File: config.mk
export PLATFORM = sky130hd
export DESIGN_NAME = afe_pulser_sequencer
export DESIGN_NICKNAME = d
export VERILOG_FILES = /design/src/rtl/afe_pulser_sequencer.sv
export SDC_FILE = /design/constraint.sdc
export NUM_CORES = 1
export LEC_CHECK = 0
export CAP_MARGIN = 20
export CORE_ASPECT_RATIO = 0.6
export CORE_UTILIZATION = 40
export CTS_CLUSTER_DIAMETER = 200
export DETAILED_ROUTE_END_ITERATION = 8
export PLACE_DENSITY = 0.63
export RECOVER_POWER = 50
export SYNTH_ARGS = -nofsm -noshare
export SYNTH_HDL_FRONTEND = slang
export SYNTH_SLANG_ARGS = --single-unit
File: constraint.sdc
create_clock -name lclk -period 10 [get_ports lclk]
set_clock_uncertainty 0.05 [all_clocks]
set_input_delay 2 -clock lclk [delete_from_list [all_inputs] [get_ports lclk]]
set_output_delay 2 -clock lclk [all_outputs]
set_load 0.03 [all_outputs]
File: src/rtl/afe_pulser_sequencer.sv
// -----------------------------------------------------------------------------
// afe_pulser_sequencer
//
// Trigger source for afe_pulser in the lclk domain. It issues the one-cycle
// trig strobe together with the 16-bit width word afe_pulser samples. Three
// firing modes share one FSM:
//   - single : exactly one pulse, using width_in
//   - burst  : n_pulses_in pulses spaced period_in cycles apart
//   - train  : n_pulses_in == 0, pulses continue until stop
//
// Ports
//   lclk         logic clock; all state changes on posedge
//   lclk_rst     asynchronous, active-high reset
//   start        1-cycle request: begin burst/train (honoured in IDLE only)
//   single       1-cycle request: one pulse (honoured in IDLE only)
//   stop         1-cycle request: abort an active sequence
//   period_in    trig-to-trig spacing in lclk cycles, sampled at start
//   n_pulses_in  burst length, 0 = continuous, sampled at start
//   width_in     width code for afe_pulser, sampled at start/single
//   trig         registered 1-cycle strobe (high while in FIRE)
//   width        registered width word; updated on entry to FIRE, held after
//   busy         high in FIRE and WAIT
//   done         1-cycle strobe in DONE, when a sequence ends
//   pulse_cnt    pulses fired in the current or last sequence
// -----------------------------------------------------------------------------
module afe_pulser_sequencer #(
    parameter int PERIOD_W   = 32,
    parameter int MIN_PERIOD = 8
) (
    input  logic                lclk,
    input  logic                lclk_rst,
    input  logic                start,
    input  logic                single,
    input  logic                stop,
    input  logic [PERIOD_W-1:0] period_in,
    input  logic [15:0]         n_pulses_in,
    input  logic [15:0]         width_in,
    output logic                trig,
    output logic [15:0]         width,
    output logic                busy,
    output logic                done,
    output logic [15:0]         pulse_cnt
);

    typedef enum logic [1:0] {
        S_IDLE = 2'd0,
        S_FIRE = 2'd1,
        S_WAIT = 2'd2,
        S_DONE = 2'd3
    } state_t;

    // Sequence configuration captured when a request is accepted.
    typedef struct packed {
        logic [PERIOD_W-1:0] period;
        logic [15:0]         n;
        logic [15:0]         w;
    } seq_cfg_t;

    localparam logic [PERIOD_W-1:0] MIN_P = PERIOD_W'(MIN_PERIOD);
    localparam logic [PERIOD_W-1:0] TWO   = PERIOD_W'(2);

    state_t              state;
    seq_cfg_t            cfg;
    logic [PERIOD_W-1:0] timer;

    logic [PERIOD_W-1:0] period_clamped;
    logic [15:0]         cnt_inc;
    logic                last_pulse;

    always_comb begin
        period_clamped = (period_in < MIN_P) ? MIN_P : period_in;
        cnt_inc        = pulse_cnt + 16'd1;
        // n == 0 means continuous; the count then simply wraps.
        last_pulse     = (cfg.n != 16'd0) && (cnt_inc == cfg.n);
    end

    // Single FSM process. Outputs are registered and set alongside the state
    // transition, so trig/busy/done always reflect the state being entered.
    always_ff @(posedge lclk or posedge lclk_rst) begin
        if (lclk_rst) begin
            state     <= S_IDLE;
            cfg       <= '0;
            timer     <= '0;
            trig      <= 1'b0;
            width     <= '0;
            busy      <= 1'b0;
            done      <= 1'b0;
            pulse_cnt <= '0;
        end else begin
            trig <= 1'b0;
            done <= 1'b0;
            case (state)
                S_IDLE: begin
                    // stop in IDLE masks any request arriving the same cycle
                    if (!stop && (start || single)) begin
                        state     <= S_FIRE;
                        trig      <= 1'b1;
                        busy      <= 1'b1;
                        width     <= width_in;
                        pulse_cnt <= '0;
                        cfg.w     <= width_in;
                        if (start) begin
                            cfg.period <= period_clamped;
                            cfg.n      <= n_pulses_in;
                        end else begin
                            // single leaves the period alone: with n == 1
                            // the FSM never reaches WAIT, so it is unused.
                            cfg.n <= 16'd1;
                        end
                    end
                end

                S_FIRE: begin
                    pulse_cnt <= cnt_inc;
                    // FIRE itself and the WAIT cycle that sees timer==0 make
                    // up the extra two cycles of the period.
                    timer     <= cfg.period - TWO;
                    if (stop || last_pulse) begin
                        state <= S_DONE;
                        done  <= 1'b1;
                        busy  <= 1'b0;
                    end else begin
                        state <= S_WAIT;
                    end
                end

                S_WAIT: begin
                    if (stop) begin
                        state <= S_DONE;
                        done  <= 1'b1;
                        busy  <= 1'b0;
                    end else if (timer == '0) begin
                        state <= S_FIRE;
                        trig  <= 1'b1;
                        width <= cfg.w;
                    end else begin
                        timer <= timer - 1'b1;
                    end
                end

                S_DONE: begin
                    state <= S_IDLE;
                end

                default: begin
                    state <= S_IDLE;
                    busy  <= 1'b0;
                end
            endcase
        end
    end

endmodule

After elaboration in Yosys (flattened, before gate mapping)
Cells that the tools add are included.

storage, ports and cells
  register bits = 133
  logic and storage cells = 71

cells by class
  add/sub/neg operators = 3
  $lt $le $gt $ge = 1
  equal/unequal tests = 11
  multiplexer cells = 27
  reduce and logical (&&, ||, !) cells = 19

operators with widths
  kind                                                          number
  2-to-1 mux 32 bit                                             3
  2-to-1 mux 16 bit                                             5
  one-hot mux 16 bit (2 select lines)                           2
  one-hot mux 32 bit (2 select lines)                           1
  logical NOT 32 bit                                            1
  less-than comparator 32 x 4 -> 1 bit (second input constant)  1
  subtractor 32 x 1 -> 32 bit (second input constant)           1
  subtractor 32 x 2 -> 32 bit (second input constant)           1
  adder 16 x 1 -> 16 bit (second input constant)                1
  == test 16 bit                                                1
  nonzero test 16 bit                                           1
  inequality test 2 bit (second input constant)                 6
  2-to-1 mux 1 bit                                              9
  one-hot mux 2 bit (4 select lines)                            1
  AND reduction 4 bit                                           2
  2-to-1 mux 2 bit                                              3
  AND reduction 2 bit                                           3
  AND reduction 3 bit                                           2
  nonzero test 2 bit                                            3
  == test 2 bit (second input constant)                         2
  one-hot mux 1 bit (2 select lines)                            2
  inequality test 3 bit (second input constant)                 1
  one-hot mux 1 bit (3 select lines)                            1
  nonzero test 3 bit                                            1
  5 further kinds                                               7

Longest topological paths before layout
  word-level depth = 6
  depth in mapped cells = 11
  depth with buffers taken out = 9

Least setup slack after synthesis
Ideal clock, no wire load.

  path kind = reg2reg
  start = reg pulse_cnt[0]
  end = reg busy
  data arrival time = 3.355 ns
  path slack = 6.516 ns
  cell stages (with the launch flop) = 9
  path buffers = 0
  clock period less this slack = 3.484 ns
  cells stage by stage = dfrtp_1 ha_1 nand3_1 nor4_1 mux2_2 or4_1 or4_4 mux2i_1 mux2i_1

between the ends
  cells in the longest elaborated chain, start to end = 6

RTL lines
  element                                 line  text
  from (decl)                             42    output logic [15:0] pulse_cnt
  from (signal assigned)                  114   pulse_cnt <= cnt_inc;
  adder 16 x 1 -> 16 bit                  72    cnt_inc = pulse_cnt + 16'd1;
  == test 16 bit                          74    last_pulse = (cfg.n != 16'd0) && (cnt_inc == cfg.n);
  logical AND 1 bit                       74
  logical OR 1 bit                        118   if (stop || last_pulse) begin
  inequality test 2 bit (no source line)  --
  AND reduction 4 bit (no source line)    --
  to (signal assigned)                    86    busy <= 1'b0;
  to (signal assigned)                    121   busy <= 1'b0;
  to (signal assigned)                    131   busy <= 1'b0;
  to (decl)                               40    output logic busy,

No other way between the ends.
A chain may end at the register's enable or synchronous reset.

==> results.ini <==
[status]
status = finished with violations
violations = capacitance limit, slew limit

[logic_synthesis]
synth_largest_type_area_fraction_pct = 44.8
syn_inst = 830
synth_area_um2 = 7420
async_flop_share_pct = 100
synth_ff_type = dfrtp_1
synth_nets = 906
synth_compound_area_share_pct = 17.3
synthMuxAreaShare_pct = 5.27
synth_fa_ha_area_share_pct = 1.18
syn_avg_cell_area_um2 = 8.95
ys_seq_area_share_pct = 44.8
yosysWarningCount = 0
yosys.area_share.simple_pct = 22.7
synth_area_leaders = dfrtp_1 (45%), nand2_1 (7.1%), a21oi_1 (4.3%), o21ai_0 (3.6%), nor2_1 (3.1%)
synth_xor_area_share_pct = 5.14
synth_top_family_by_area = simple AND/OR/NAND/NOR gates
synth-edff-count = 0
synth_cell_type_count = 61
synth_seq_cells = 133
yosysTopAreaCell = dfrtp_1

[place]
gp_congestion = 0.878
pre_cts_ws_ns = 5.62
dp_cells = 1137
io_buffers = 103
dp_hpwl_um = 14400

[grt]
grt_pass1_vias = 5943
grt_overflow = 0
grt_max_degree = 86
antenna_found_initial = 1
grt_pass1_wl_um = 33200
track_usage_pct = 22.8

[setup_path]
crit_buf_inv = 3
worstSetupPathType = input pin to asynchronous set/reset pin
cp_slowest_stage_delay_ns = 1.45
slowest_stage = clkbuf_1
critPathLaunch = lclk_rst
cp-end-kind = asynchronous set/reset pin
crit_family = buffers and inverters
worstPathCellList = dlygate4sd3_1 -> clkinvlp_2 -> clkbuf_1
required_ns = 10.13
critPathMaxFanout = 50
r2r-start = pulse_cnt[0]$_DFFE_PP0P_
critical_path.startpoint_type = input pin
crit_arrival_ns = 5.34

[sta]
setup_viol = 0
fin_tns_setup_ns = 0
min_period_ns = 5.22
max_freq_mhz = 192
final.setup.worst_slack_ns = 4.78
max_slew.worst_pin.slew_ns = 2.32
slew_viol_final = 168
post-route-period-util_pct = 52.2
timing.slew.headroom_pct = -55.4
finalHoldViolCount = 0
rsz0062_at_grt = no

[cts]
numClockSinks = 133
htree_levels = 4
clk_pin_slew_ns = 0.06
insertion_delay_ns = 0.43
post-cts-setup-buffers = 0
ctsResizeCount = 0
clockBufferDepth = 2
cts_buffers = 17
cts_tree = yes
cts_hold_buf = 0
cts-root-buf = clkbuf_16

[hold_path]
min_from = timer[30]$_DFFE_PP0P_
hp-class = register to register

[route]
num_vias = 6631
post_drt_wl_per_cell_um = 17.6
drt_wl_total_um = 20500
first_iter_violations = 606
dr.pass1.iters = 5
drc_errors = 0
drtAntennaViolNets = 0
viasPerCell = 5.67

[finish]
nNetsFinal = 993
diodes = 0
synthToLayoutAreaGrowth_pct = 24.7
drive_gt1_share_pct = 7.53
final_cell_mix = nand2_1 (141), dfrtp_1 (133), clkdlybuf4s50_1 (100)
final_common_cell = nand2_1
stdcell_count = 1170

[floorplanning]
dieArea_um2 = 19100
fp.dieW_um = 178
dieHeight_um = 108
ios = 104
core_um2 = 18100
rows = 38
start_util_pct = 41.0

[power_and_ir_drop]
power_leakage_nw = 3.80
powerDensity_nw_per_um2 = 312
vdd_drop_max_uv = 205
finalPower_w = 0.00289

[run]
cap_viol_max_count = 4

## synth_stat cells (3+ instances only)
master,number
mux2_2,17
o32ai_1,3
and3_1,8
buf_4,3
buf_2,9
nor3_1,30
nand2b_1,3
xnor2_1,16
mux2i_1,20
o31ai_1,13
nor2_1,62
nand3_1,17
buf_1,3
a22o_1,23
nand2_1,141
or3_1,13
xor2_1,25
o21ai_0,53
a31oi_1,5
a21oi_1,64
or4_1,8
o41ai_1,3
a41oi_1,3
o21a_1,4
ha_1,7
o22ai_1,9
a211oi_1,3
nor2b_1,3
and4_1,4
clkbuf_1,30
nor4_1,24
inv_1,18
or2_2,3
dfrtp_1,133
nand4_1,15
o2bb2ai_1,3
## kinds of logic (layout without fill, tap and decap cells)
group,after synthesis,in the layout
flip-flops,133,133
adder cells (fa/ha/maj),7,7
multiplexers,37,37
buffers and inverters,64,164
AO/OA/AOI/OAI,202,202
XOR/XNOR,42,42
AND/OR/NAND/NOR,345,345
## where the power goes
group	internal, W	switching, W	leakage, nW
clock	0.000385	0.000255	0.290
sequential	0.000779	0.000262	1.63
combinational	0.000516	0.000694	1.88
## area by class of cell
cell class	count	area [µm²]
well taps	240	300
inverters	18	68.8
repair buffers	114	1110
clock inverters	12	144
flip-flops and latches	133	3330
fillers	1699	8860
multi-input cells	633	3850
clock buffers	20	457
## routing by layer
metal | GRT usage (%) | part of all wire (%) | up-vias | wire (µm)
met3 | 5.40 | 6.2 | 17 | 1280
met4 | 7.02 | 0.97 | 2 | 200
met1 | 38.8 | 57 | 3227 | 11600
met5 | 0 | 0.063 | - | 13
li1 | - | - | 3191 | -
met2 | 26.3 | 36 | 194 | 7410
## registers in the layout, summed over array words and instances (netlist names)
name,count
cfg,64
timer,32
pulse_cnt,16
width,16
state,2
busy,1
done,1
trig,1
## stage by stage
stage	cell area [µm²]	util, %	hold slack, ns
3_5_place_dp	8650	47.8	0.416
3_3_place_gp	8650	47.8	0.424
5_1_grt	9260	51.1	0.463
2_1_floorplan	7420	-	0.398
4_1_cts	9250	51.1	0.438
6_report	9260	51.1	0.432
## worst paths after layout
| path | endpoint | slack [ns] | cells past startpoint |
|---|---|---|---|
| max reg2reg | done$_DFF_PP0_ | 6.00 | 7 |
| max | cfg[28]$_DFFE_PP0P_ | 4.78 | 3 |
| min in group asynchronous | width[2]$_DFFE_PP0P_ | 2.60 | 2 |
| max in group lclk | pulse_cnt[7]$_DFFE_PP0P_ | 5.06 | 8 |
| min | timer[30]$_DFFE_PP0P_ | 0.43 | 1 |
| min reg2reg | timer[30]$_DFFE_PP0P_ | 0.43 | 1 |
Power figures use the tool's default switching activity.
